==> src/rtl/wb_commit_unit_pkg.sv <==
// wb_commit_unit_pkg: shared write-back types, FSM states and fixed register numbers
package wb_commit_unit_pkg;

    localparam logic [4:0] REG_RA   = 5'd31;
    localparam logic [4:0] REG_ZERO = 5'd0;

    typedef enum logic [1:0] {WB_RUN, WB_DRAIN, WB_HALTED} wb_state_e;

    typedef struct packed {
        logic reg_write;
        logic mem_to_reg;
        logic jal;
        logic syscall_sig;
    } control_signal_t;

endpackage

==> src/rtl/wb_commit_unit_data_mux.sv <==
// wb_data_mux: priority select of write-back data (link address > load data > ALU result)
module wb_data_mux #(
    parameter int DATA_W = 32
) (
    input  logic              jal,
    input  logic              mem_to_reg,
    input  logic [DATA_W-1:0] alu_res,
    input  logic [DATA_W-1:0] mem_read_data,
    input  logic [DATA_W-1:0] pc_plus8,
    output logic [DATA_W-1:0] data
);

    // jal link address beats load data, which beats the ALU result
    always_comb data = jal ? pc_plus8 : mem_to_reg ? mem_read_data : alu_res;

endmodule

==> src/rtl/wb_commit_unit.sv <==
// wb_commit_unit: MEM/WB commit stage with register-file write, forwarding, retire count and halt FSM
module wb_commit_unit
    import wb_commit_unit_pkg::*;
#(
    parameter int DATA_W       = 32,
    parameter int REG_AW       = 5,
    parameter int DRAIN_CYCLES = 2,
    parameter int CNT_W        = 32
) (
    input  logic              clock,
    input  logic              reset,
    input  logic              in_valid,
    input  control_signal_t   in_cs,
    input  logic [DATA_W-1:0] in_alu_res,
    input  logic [DATA_W-1:0] in_mem_read_data,
    input  logic [REG_AW-1:0] in_write_reg,
    input  logic [DATA_W-1:0] in_pc_plus8,
    output logic              rf_we,
    output logic [REG_AW-1:0] rf_waddr,
    output logic [DATA_W-1:0] rf_wdata,
    output logic              fwd_valid,
    output logic [REG_AW-1:0] fwd_reg,
    output logic [DATA_W-1:0] fwd_data,
    output logic              halt_req,
    output logic              halted,
    output logic [CNT_W-1:0]  retired_count
);

    wb_state_e         state, state_nxt;
    logic [3:0]        cnt, cnt_nxt;
    logic              run_valid, we_nxt;
    logic [REG_AW-1:0] waddr_nxt;
    logic [DATA_W-1:0] sel_data;
    logic [CNT_W-1:0]  retired_nxt;

    assign run_valid = state == WB_RUN && in_valid;

    wb_data_mux #(.DATA_W(DATA_W)) u_data_mux (
        .jal           (in_cs.jal),
        .mem_to_reg    (in_cs.mem_to_reg),
        .alu_res       (in_alu_res),
        .mem_read_data (in_mem_read_data),
        .pc_plus8      (in_pc_plus8),
        .data          (sel_data)
    );

    // FSM state and drain countdown
    always_ff @(posedge clock or posedge reset) begin
        if (reset) begin
            state <= WB_RUN;
            cnt   <= '0;
        end else begin
            state <= state_nxt;
            cnt   <= cnt_nxt;
        end
    end

    // committed syscall starts the drain; drain expiry parks the core in HALTED for good
    always_comb begin
        state_nxt = state;
        cnt_nxt   = cnt;
        case (state)
            WB_RUN:   if (run_valid && in_cs.syscall_sig) begin
                          state_nxt = WB_DRAIN;
                          cnt_nxt   = 4'(DRAIN_CYCLES - 1);
                      end
            WB_DRAIN: if (cnt == '0) state_nxt = WB_HALTED;
                      else cnt_nxt = cnt - 4'd1;
            default:  state_nxt = state;
        endcase
    end

    // next values of the registered write port and retire counter; in_valid gates out don't-care flags
    always_comb begin
        waddr_nxt   = in_cs.jal ? REG_AW'(REG_RA) : in_write_reg;
        we_nxt      = run_valid && (in_cs.reg_write || in_cs.jal) && !in_cs.syscall_sig
                      && waddr_nxt != REG_AW'(REG_ZERO);
        retired_nxt = run_valid ? retired_count + CNT_W'(1) : retired_count;
    end

    // write port and retire counter registers
    always_ff @(posedge clock or posedge reset) begin
        if (reset) begin
            rf_we         <= 1'b0;
            rf_waddr      <= '0;
            rf_wdata      <= '0;
            retired_count <= '0;
        end else begin
            rf_we         <= we_nxt;
            rf_waddr      <= waddr_nxt;
            rf_wdata      <= sel_data;
            retired_count <= retired_nxt;
        end
    end

    assign fwd_valid = rf_we;
    assign fwd_reg   = rf_waddr;
    assign fwd_data  = rf_wdata;
    assign halt_req  = state != WB_RUN;
    assign halted    = state == WB_HALTED;

endmodule
==> config.mk <==
export PLATFORM = sky130hd
export DESIGN_NAME = wb_commit_unit
export DESIGN_NICKNAME = d
export VERILOG_FILES = /design/src/rtl/wb_commit_unit_pkg.sv /design/src/rtl/wb_commit_unit_data_mux.sv /design/src/rtl/wb_commit_unit.sv
export SDC_FILE = /design/constraint.sdc
export NUM_CORES = 1
export LEC_CHECK = 0
export ABC_AREA = 1
export BUFFER_PORTS_ARGS = -buffer_cell sky130_fd_sc_hd__buf_2
export CORE_MARGIN = 5
export CORE_UTILIZATION = 40
export CTS_CLUSTER_SIZE = 10
export DETAILED_ROUTE_END_ITERATION = 10
export PLACE_DENSITY = 0.73
export SLEW_MARGIN = 25
export SYNTH_ARGS = -nofsm -noshare
export SYNTH_HDL_FRONTEND = slang
export SYNTH_SLANG_ARGS = --single-unit
==> constraint.sdc <==
create_clock -name clock -period 3.2 [get_ports clock]
set_input_delay 0.64 -clock clock [delete_from_list [all_inputs] [get_ports clock]]
set_output_delay 0.64 -clock clock [all_outputs]
set_load 0.005 [all_outputs]
==> out/metrics.yaml, run 1 <==
status:
  status: "finished clean"
worst_setup_path:
  crit_slowest_cell: "dfrtp_1"
  cp.arrival_ns: 1.15
  r2r-start: "retired_count[1]$_DFFE_PP0P_"
  path_cells: "inv_1 -> nand2_2 -> buf_2"
  rr_endpoint: "retired_count[30]$_DFFE_PP0P_"
  cpLargestDelayFamily: "flip-flops"
  worstPathMaxFanout: 4
  slowest_delay_ns: 0.38
  path_buf_inv: 2
  worst_setup_path_end_kind: "output port"
  crit_type: "register to output port"
  r2r_cells: 8
  crit_required_ns: 2.56
  r2r_setup_slack_ns: 1.63
  worst_setup_path_start_kind: "register"
pwr:
  p_sw_w: 0.0005370
  clockPowerShare_pct: 37.2
  p_comb_share_pct: 13.3
  p_int_w: 0.001525
  p_leak_nw: 2.781
  ir_drop_uv: 205.2
  pwr-share-seq_pct: 49.5
  power.density_nw_per_um2: 393.8
  p_sw_share_pct: 26.05
global_routing:
  grt_pass1_vias: 4143
  track_usage_pct: 20.43
  grt_max_degree: 33
  grt-ovfl-total: 0
  grt_first_pass_wirelength_um: 20200
  grt_antenna_before_repair: 2
min_path:
  hold_path_class: "input pin to async pin"
yosys:
  synth_top_flop_cell: "dfrtp_1"
  yosysUniqueCellTypes: 30
  synth_edf_count: 0
  synthCells: 511
  ys_seq_elements: 76
  async_flop_share_pct: 100.0
  netlist_area_um2: 4094
  yosysWarnings: 0
  synth_nets: 622
  ys_seq_area_share_pct: 46.45
  syn_area_per_cell_um2: 8.012
placed_design:
  dp_slack_ns: 1.222
  gp_congestion: 0.8913
  place_hpwl_um: 10080
  port-buffer-count: 217
clock_tree:
  cts_setup_buffers: 0
  cts_buffer_depth: 2
  cts_sinks: 76
  clk_latency_ns: 0.35
  cts.repair.resized: 0
  h-tree-depth: 3
  clk_pin_slew_worst_paths_ns: 0.08
  cts_hold_buf: 0
  root_buffer: "clkbuf_8"
  cts_tree: "yes"
  cts_buffers: 9
floorplanning:
  die_h_um: 111.2
  dieArea_um2: 12360
  core_um2: 10140
  fp.dieW_um: 111.2
  std_cell_rows: 37
  initial_core_util_pct: 40.38
  io_pins: 218
sta:
  finalClockSkew_ns: 0.008754
  setup_viol: 0
  worst_slack_ns: 1.414
  hold_ws_ns: 0.2508
  hold_viol_final: 0
  fmax_mhz: 559.9
  drv_slew: 0
  slew_headroom_pct: 35.20
  timing.final.crit_share_pct: 55.81
  rsz0062_at_grt: "false"
  min_period_ns: 1.786
  fin_setup_tns_ns: 0
  worstMarginPinSlew_ns: 0.9709
drt:
  firstDrtPassIters: 4
  wirelength_um: 12700
  ant_nets: 0
  avgRoutedWirePerCell_um: 15.26
  vias: 4003
  remaining_drc_errors: 0
  drt_iter0_drc: 183
  via_per_inst: 4.811
layout:
  areaGrowthSynthToFinish_pct: 27.87
  layout-drive-gt1-share_pct: 37.55
  mostFrequentLayoutCells: "217 x buf_2, 116 x nand2_1, 76 x dfrtp_1"
  final_common_cell: "buf_2"
  utilization_pct: 51.64
  nNetsFinal: 801
job:
  maxCapViolCount: 0
worst register-to-register path: stages, from the launching register on:
cell	delay, ns
dfrtp_1	0.41
ha_1	0.22
nand2_1	0.11
nor2_4	0.21
nand3_1	0.15
nor2_2	0.19
nand2_1	0.07
nand2_1	0.06
nand2_1	0.04
cell usage after synthesis (7+ instances only):
master	count	share of area, %
buf_4	38	7.0
nand2_1	116	11
nand3b_1	8	1.5
clkbuf_1	12	1.1
dfrtp_1	76	46
inv_1	37	3.4
nor2_2	7	1.1
nand3_1	22	2.7
o21ai_0	9	1.1
nor2_1	67	6.1
nand4_1	8	1.2
xnor2_1	9	1.9
a21oi_1	66	8.1
power groups by stage:
stage	sequential, W	combinational (W)	clock (W)
floorplan	0.00104	0.000145	0
global placement	0.00104	0.000272	0
detailed placement	0.00104	0.000275	0
CTS	0.00102	0.000277	0.000781
global route	0.00103	0.000304	0.000833
finish	0.00102	0.000274	0.000767
layout make-up:
cell class | instances | area (um2)
clock buffers | 11 | 151.4
clock inverters | 5 | 50.05
flip-flops and latches | 76 | 1902
well taps | 136 | 170.2
repair buffers | 221 | 1116
multi-input cells | 344 | 1699
inverters | 38 | 143.9
diodes | 1 | 2.502
fillers | 955 | 4903
routing by layer:
layer	wire (um)	track usage (%)	vias to the layer above
met3	1265	8.570	18
li1	-	-	1956
met4	196	6.569	2
met1	4573	21.33	1870
met2	6651	36.95	157
met5	13	0	-
stage by stage:
step	total power, W	area (um2)	std cells
after floorplan	0.001186	4094	511
after global placement	0.001310	5031	815
after detailed placement	0.001315	5031	815
after CTS	0.002079	5233	831
after global routing	0.002164	5235	832
final	0.002062	5235	832
logic make-up after synthesis:
logic type | after synthesis | synth area share, %
xor+xnor | 15 | 3.209
simple gates | 250 | 28.03
flops | 76 | 46.45
compound gates | 76 | 9.352
fa+ha+maj | 3 | 0.9170
buf+inv | 91 | 12.04
worst max path at each step:
| stage | slack [ns] | startpoint | depth (start not counted) | endpoint |
|---|---|---|---|---|
| finish | 1.41 | state[1]$_DFFE_PP0P_ | 3 | halt_req |
| floorplan | 0.62 | reset | 1 | cnt[0]$_DFFE_PP0P_ |
| CTS | 1.39 | state[1]$_DFFE_PP0P_ | 3 | halt_req |
| detailed placement | 1.22 | in_cs[1] | 4 | fwd_data[28]$_DFF_PP0_ |
| global placement | 1.35 | in_cs[1] | 4 | fwd_data[8]$_DFF_PP0_ |
| global route | 1.28 | in_cs[1] | 4 | fwd_data[15]$_DFF_PP0_ |
No activity file was read; power rests on OpenSTA's default activity.
==> run 2: changes to the inputs <==
clock period = 1.8 ns   (was 3.2 ns; I/O delays follow)
==> out/metrics.yaml, run 2 (synthesis gave the netlist of run 1 again) <==
placed_design:
  gp_congestion: 0.8769  # was 0.8913
  place_hpwl_um: 10240  # was 10,080 um
  port-buffer-count: 217  # unchanged
  place_inst: 817  # was 815
worst_setup_path:
  cp.arrival_ns: 1.81  # was 1.15 ns
  r2r_setup_slack_ns: 0.24  # was 1.63 ns
  worstPathMaxFanout: 16  # was 4
  r2r_cells: 8  # unchanged
  crit_required_ns: 2.04  # was 2.56 ns
  path_cells: "inv_1 -> nand2_2 -> nor2_8 -> nand3_1 -> nor2_2 -> nand2_1 -> nand2_1 -> nand2_1"  # was inv_1 -> nand2_2 -> buf_2
  cpLargestDelayFamily: "simple AND/OR/NAND/NOR gates"  # was flip-flops
  path_buf_inv: 1  # was 2
  worst_setup_path_start_kind: "register"  # unchanged
  rr_endpoint: "retired_count[30]$_DFFE_PP0P_"  # unchanged
  slowest_delay_ns: 0.39  # was 0.38 ns
  r2r-start: "state[1]$_DFFE_PP0P_"  # was retired_count[1]$_DFFE_PP0P_
  worst_setup_path_end_kind: "register"  # was output port
  crit_type: "register to register"  # was register to output port
  cpMostUsedCell: "nand2_1"
  crit_slowest_cell: "dfrtp_1"  # unchanged
  cp_num_cells: 8  # was 3
min_path:
  hold_path_class: "input pin to async pin"  # unchanged
sta:
  fin_setup_tns_ns: 0  # unchanged
  finalClockSkew_ns: 0.006779  # was 0.008754 ns
  worstMarginPinSlew_ns: 0.8980  # was 0.9709 ns
  fmax_mhz: 639.2
  slew_headroom_pct: 39.77  # was 35.20%
  rsz0062_at_grt: "false"  # unchanged
  min_period_ns: 1.565
  setup_viol: 0  # unchanged
  timing.final.crit_share_pct: 86.92
  drv_slew: 0  # unchanged
  hold_viol_final: 0  # unchanged
clock_tree:
  clk_pin_slew_worst_paths_ns: 0.08  # about the same
  cts_buffer_depth: 2  # unchanged
  clk_latency_ns: 0.35  # about the same
  cts_tree: "yes"  # unchanged
  cts_setup_buffers: 0  # unchanged
  cts.repair.resized: 0  # unchanged
  cts_hold_buf: 0  # unchanged
  cts_buffers: 9  # unchanged
  root_buffer: "clkbuf_8"  # unchanged
  h-tree-depth: 3  # unchanged
  cts_sinks: 76  # unchanged
layout:
  fin_cells: 832  # unchanged
  layout-drive-gt1-share_pct: 37.41  # was 37.55%
  mostFrequentLayoutCells: "217 x buf_2, 116 x nand2_1, 76 x dfrtp_1"  # unchanged
  areaGrowthSynthToFinish_pct: 27.51  # was 27.87%
  nNetsFinal: 803  # was 801
  final_common_cell: "buf_2"  # unchanged
  nFillCells: 994  # was 955
drt:
  highest_layer: "met4"  # was met5
  ant_nets: 0  # unchanged
  remaining_drc_errors: 0  # unchanged
  wl_met2_um: 6556  # was 6651 um
  wirelength_met1_um: 4713  # was 4573 um
  via_per_inst: 4.910  # was 4.811
  drt_iter0_drc: 180  # was 183
  dr_wl_met3_um: 1259  # was 1265 um
  firstDrtPassIters: 4  # unchanged
  wirelength_um: 12920  # was 12,700 um
  avgRoutedWirePerCell_um: 15.53  # was 15.26 um
  vias: 4085  # was 4,003
pwr:
  ir_drop_uv: 373.2  # was 205.2 uV
  power.density_nw_per_um2: 658.0  # was 393.8 nW/um2
  total_power_w: 0.003435  # was 0.002062 W
  p_leak_nw: 2.767  # was 2.781 nW
floorplanning:
  dieArea_um2: 12360  # unchanged
  std_cell_rows: 37  # unchanged
  io_pins: 218  # unchanged
  fp.dieW_um: 111.2  # unchanged
  die_h_um: 111.2  # unchanged
  core_um2: 10140  # unchanged
  initial_core_util_pct: 40.38  # unchanged
global_routing:
  grt_first_pass_wirelength_um: 20330  # was 20,200 um
  track_usage_pct: 20.61  # was 20.43%
  grt_pass1_vias: 4197  # was 4,143
  grt_max_degree: 77  # was 33
  grt-ovfl-total: 0  # unchanged
  grt_antenna_before_repair: 1  # was 2
status:
  status: "finished clean"  # unchanged
job:
  maxCapViolCount: 0  # unchanged
==> run 2: cell count changes in the layout (fill, tap and decap cells not counted), sizes merged <==
cell and delta:
bufinv -1, clkinvlp +1, buf +2, clkinv -2
==> run 2: routing by layer <==
layer,vias up,GRT usage [%]
met4,0,9.813
met3,28,8.734
li1,1963,-
met2,173,34.90
met1,1921,22.14
met5,-,0
==> run 2: worst min-delay path: cells and delay by family <==
kind / cells / cell delay, ns
buffers and inverters: 3 / 0.51
==> run 2: area by class of cell <==
type	instances	area, um2	share of cell area [%]
diodes	1	2.502	0.04794
clock buffers	11	141.4	2.709
flip-flops and latches	76	1902	36.43
well taps	136	170.2	3.260
inverters	38	146.4	2.804
multi-input cells	344	1699	32.55
repair buffers	223	1144	21.91
clock inverters	3	15.01	0.2876
==> run 2: worst max path at each step <==
stage                     slack [ns]                       endpoint                         start
after global routing            0.08  retired_count[31]$_DFFE_PP0P_  retired_count[9]$_DFFE_PP0P_
after CTS                       0.23  retired_count[20]$_DFFE_PP0P_          state[1]$_DFFE_PP0P_
after floorplan                 0.42  retired_count[16]$_DFFE_PP0P_  retired_count[1]$_DFFE_PP0P_
final                           0.24  retired_count[30]$_DFFE_PP0P_          state[1]$_DFFE_PP0P_
after global placement          0.27          fwd_data[7]$_DFF_PP0_                      in_cs[1]
after detailed placement        0.23  retired_count[20]$_DFFE_PP0P_          state[1]$_DFFE_PP0P_
==> run 2: stage by stage <==
step | utilization, % | hold WS, ns | setup slack [ns] | cell area, um2
after detailed placement | 49.92 | 0.4944 | 0.2276 | 5061
final | 51.49 | 0.1112 | 0.2354 | 5220
after global routing | 51.49 | 0.1186 | 0.08381 | 5220
after CTS | 51.46 | 0.1228 | 0.2272 | 5218
after floorplan | - | 0.4324 | 0.4198 | 4098
after global placement | 49.92 | 0.4773 | 0.2737 | 5061
==> run 2: where the power goes <==
group / switching (W) / internal (W)
Sequential: 0.0000388 / 0.00178
Combinational: 0.000262 / 0.000234
Clock: 0.000608 / 0.000517
Total: 0.000909 / 0.00253
==> run 3: changes to the inputs <==
HOLD_SLACK_MARGIN = 0.12   (was unset)
==> out/metrics.yaml, run 3 (synthesis gave the netlist of run 1 again) <==
status:
  status: "finished clean"  # unchanged
clock_tree:
  cts_setup_buffers: 0  # unchanged
  cts_buffers: 9  # unchanged
  cts.repair.resized: 0  # unchanged
  cts_sinks: 76  # unchanged
  cts_hold_buf: 0  # unchanged
  h-tree-depth: 3  # unchanged
  root_buffer: "clkbuf_8"  # unchanged
  cts_tree: "yes"  # unchanged
  cts_buffer_depth: 2  # unchanged
  clk_pin_slew_worst_paths_ns: 0.08  # about the same
  clk_latency_ns: 0.35  # about the same
worst_setup_path:
  path_buf_inv: 1  # unchanged
  crit_required_ns: 2.04  # about the same
  crit_type: "register to register"  # unchanged
  cpMostUsedCell: "nand2_1"  # unchanged
  cp.arrival_ns: 1.81  # about the same
  cp_num_cells: 8  # unchanged
  rr_endpoint: "retired_count[30]$_DFFE_PP0P_"  # unchanged
  r2r-start: "state[1]$_DFFE_PP0P_"  # unchanged
  worstPathMaxFanout: 16  # unchanged
  path_cells: "inv_1 -> nand2_2 -> nor2_8 -> nand3_1 -> nor2_2 -> nand2_1 -> nand2_1 -> nand2_1"  # unchanged
  cp-startpoint: "state[1]$_DFFE_PP0P_"  # unchanged
  worst_setup_path_end_kind: "register"  # unchanged
  crit_slowest_cell: "dfrtp_1"  # unchanged
  cpLargestDelayFamily: "simple AND/OR/NAND/NOR gates"  # unchanged
  worst_setup_path_start_kind: "register"  # unchanged
  endpoint: "retired_count[30]$_DFFE_PP0P_"  # unchanged
  r2r_cells: 8  # unchanged
  slowest_delay_ns: 0.39  # about the same
  r2r_setup_slack_ns: 0.24  # about the same
floorplanning:
  initial_core_util_pct: 40.38  # unchanged
  fp.dieW_um: 111.2  # unchanged
  die_h_um: 111.2  # unchanged
  io_pins: 218  # unchanged
  dieArea_um2: 12360  # unchanged
  std_cell_rows: 37  # unchanged
  core_um2: 10140  # unchanged
layout:
  nNetsFinal: 804  # was 803
  layout-drive-gt1-share_pct: 37.36  # was 37.41%
  mostFrequentLayoutCells: "217 x buf_2, 116 x nand2_1, 76 x dfrtp_1"  # unchanged
  areaGrowthSynthToFinish_pct: 27.75  # was 27.51%
  final_common_cell: "buf_2"  # unchanged
  utilization_pct: 51.59  # was 51.49%
global_routing:
  grt-ovfl-total: 0  # unchanged
  grt_first_pass_wirelength_um: 20330  # unchanged
  track_usage_pct: 20.61  # unchanged
  grt_max_degree: 77  # unchanged
  grt_pass1_vias: 4197  # unchanged
  grt_antenna_before_repair: 1  # unchanged
placed_design:
  place_hpwl_um: 10240  # unchanged
  port-buffer-count: 217  # unchanged
  gp_congestion: 0.8769  # unchanged
min_path:
  hold_path_class: "input pin to register"  # was input pin to async pin
sta:
  setup_viol: 0  # unchanged
  finalClockSkew_ns: 0.007381  # was 0.006779 ns
  fin_setup_tns_ns: 0  # unchanged
  drv_slew: 0  # unchanged
  timing.final.crit_share_pct: 86.78  # was 86.92%
  fmax_mhz: 640.2  # was 639.2 MHz
  worstMarginPinSlew_ns: 0.8957  # was 0.8980 ns
  slew_headroom_pct: 39.92  # was 39.77%
  rsz0062_at_grt: "false"  # unchanged
  min_period_ns: 1.562  # was 1.565 ns
  hold_viol_final: 0  # unchanged
drt:
  vias: 4093  # was 4,085
  firstDrtPassIters: 4  # unchanged
  remaining_drc_errors: 0  # unchanged
  ant_nets: 0  # unchanged
  wirelength_um: 12910  # was 12,920 um
  avgRoutedWirePerCell_um: 15.50  # was 15.53 um
  via_per_inst: 4.914  # was 4.910
  drt_iter0_drc: 171  # was 180
pwr:
  power.density_nw_per_um2: 657.0  # was 658.0 nW/um2
  ir_drop_uv: 369.8  # was 373.2 uV
  p_leak_nw: 2.771  # was 2.767 nW
job:
  maxCapViolCount: 0  # unchanged
==> run 3: worst min path at each step <==
stage	to	startpoint	cells after the start
finish	fwd_valid$_DFF_PP0_	in_cs[0]	2
global route	fwd_valid$_DFF_PP0_	in_cs[0]	2
CTS	fwd_data[26]$_DFF_PP0_	reset	3
detailed placement	cnt[2]$_DFFE_PP0P_	cnt[2]$_DFFE_PP0P_	1
global placement	cnt[2]$_DFFE_PP0P_	cnt[2]$_DFFE_PP0P_	1
floorplan	fwd_valid$_DFF_PP0_	in_cs[0]	1
==> run 3: through the flow <==
step / worst slack [ns] / instances / total power (W) / area (um2) / hold slack, ns
2_1_floorplan: 0.4198 / 511 / 0.002109 / 4098 / 0.4324
5_1_grt: 0.08381 / 833 / 0.003621 / 5230 / 0.1782
3_3_place_gp: 0.2737 / 817 / 0.002338 / 5061 / 0.4773
4_1_cts: 0.2272 / 831 / 0.003480 / 5218 / 0.1228
6_report: 0.2379 / 833 / 0.003436 / 5230 / 0.1893
3_5_place_dp: 0.2276 / 817 / 0.002347 / 5061 / 0.4944
==> run 3: layout make-up <==
cell class                      count  area (um2)
Timing Repair Buffer              224        1154
Sequential cell                    76        1902
Fill cell                         993        4908
Tap cell                          136       170.2
Antenna cell                        1       2.502
Clock buffer                       11       141.4
Multi-Input combinational cell    344        1699
Inverter                           38       146.4
Clock inverter                      3       15.01
==> run 3: metal layers <==
layer	global-route usage [%]	up-vias	share of wire (%)
li1	-	1968	-
met1	22.14	1924	37
met2	34.90	175	51
met3	8.734	26	9.6
met4	9.813	0	2.9
met5	0	-	0
==> run 3: power breakdown <==
part / internal, W / total, W / leakage, nW / switching, W
registers: 0.00178 / 0.00181 / 0.940 / 0.0000387
logic: 0.000235 / 0.000497 / 1.75 / 0.000262
clock network: 0.000517 / 0.00113 / 0.0848 / 0.000608
total: 0.00253 / 0.00344 / 2.77 / 0.000909
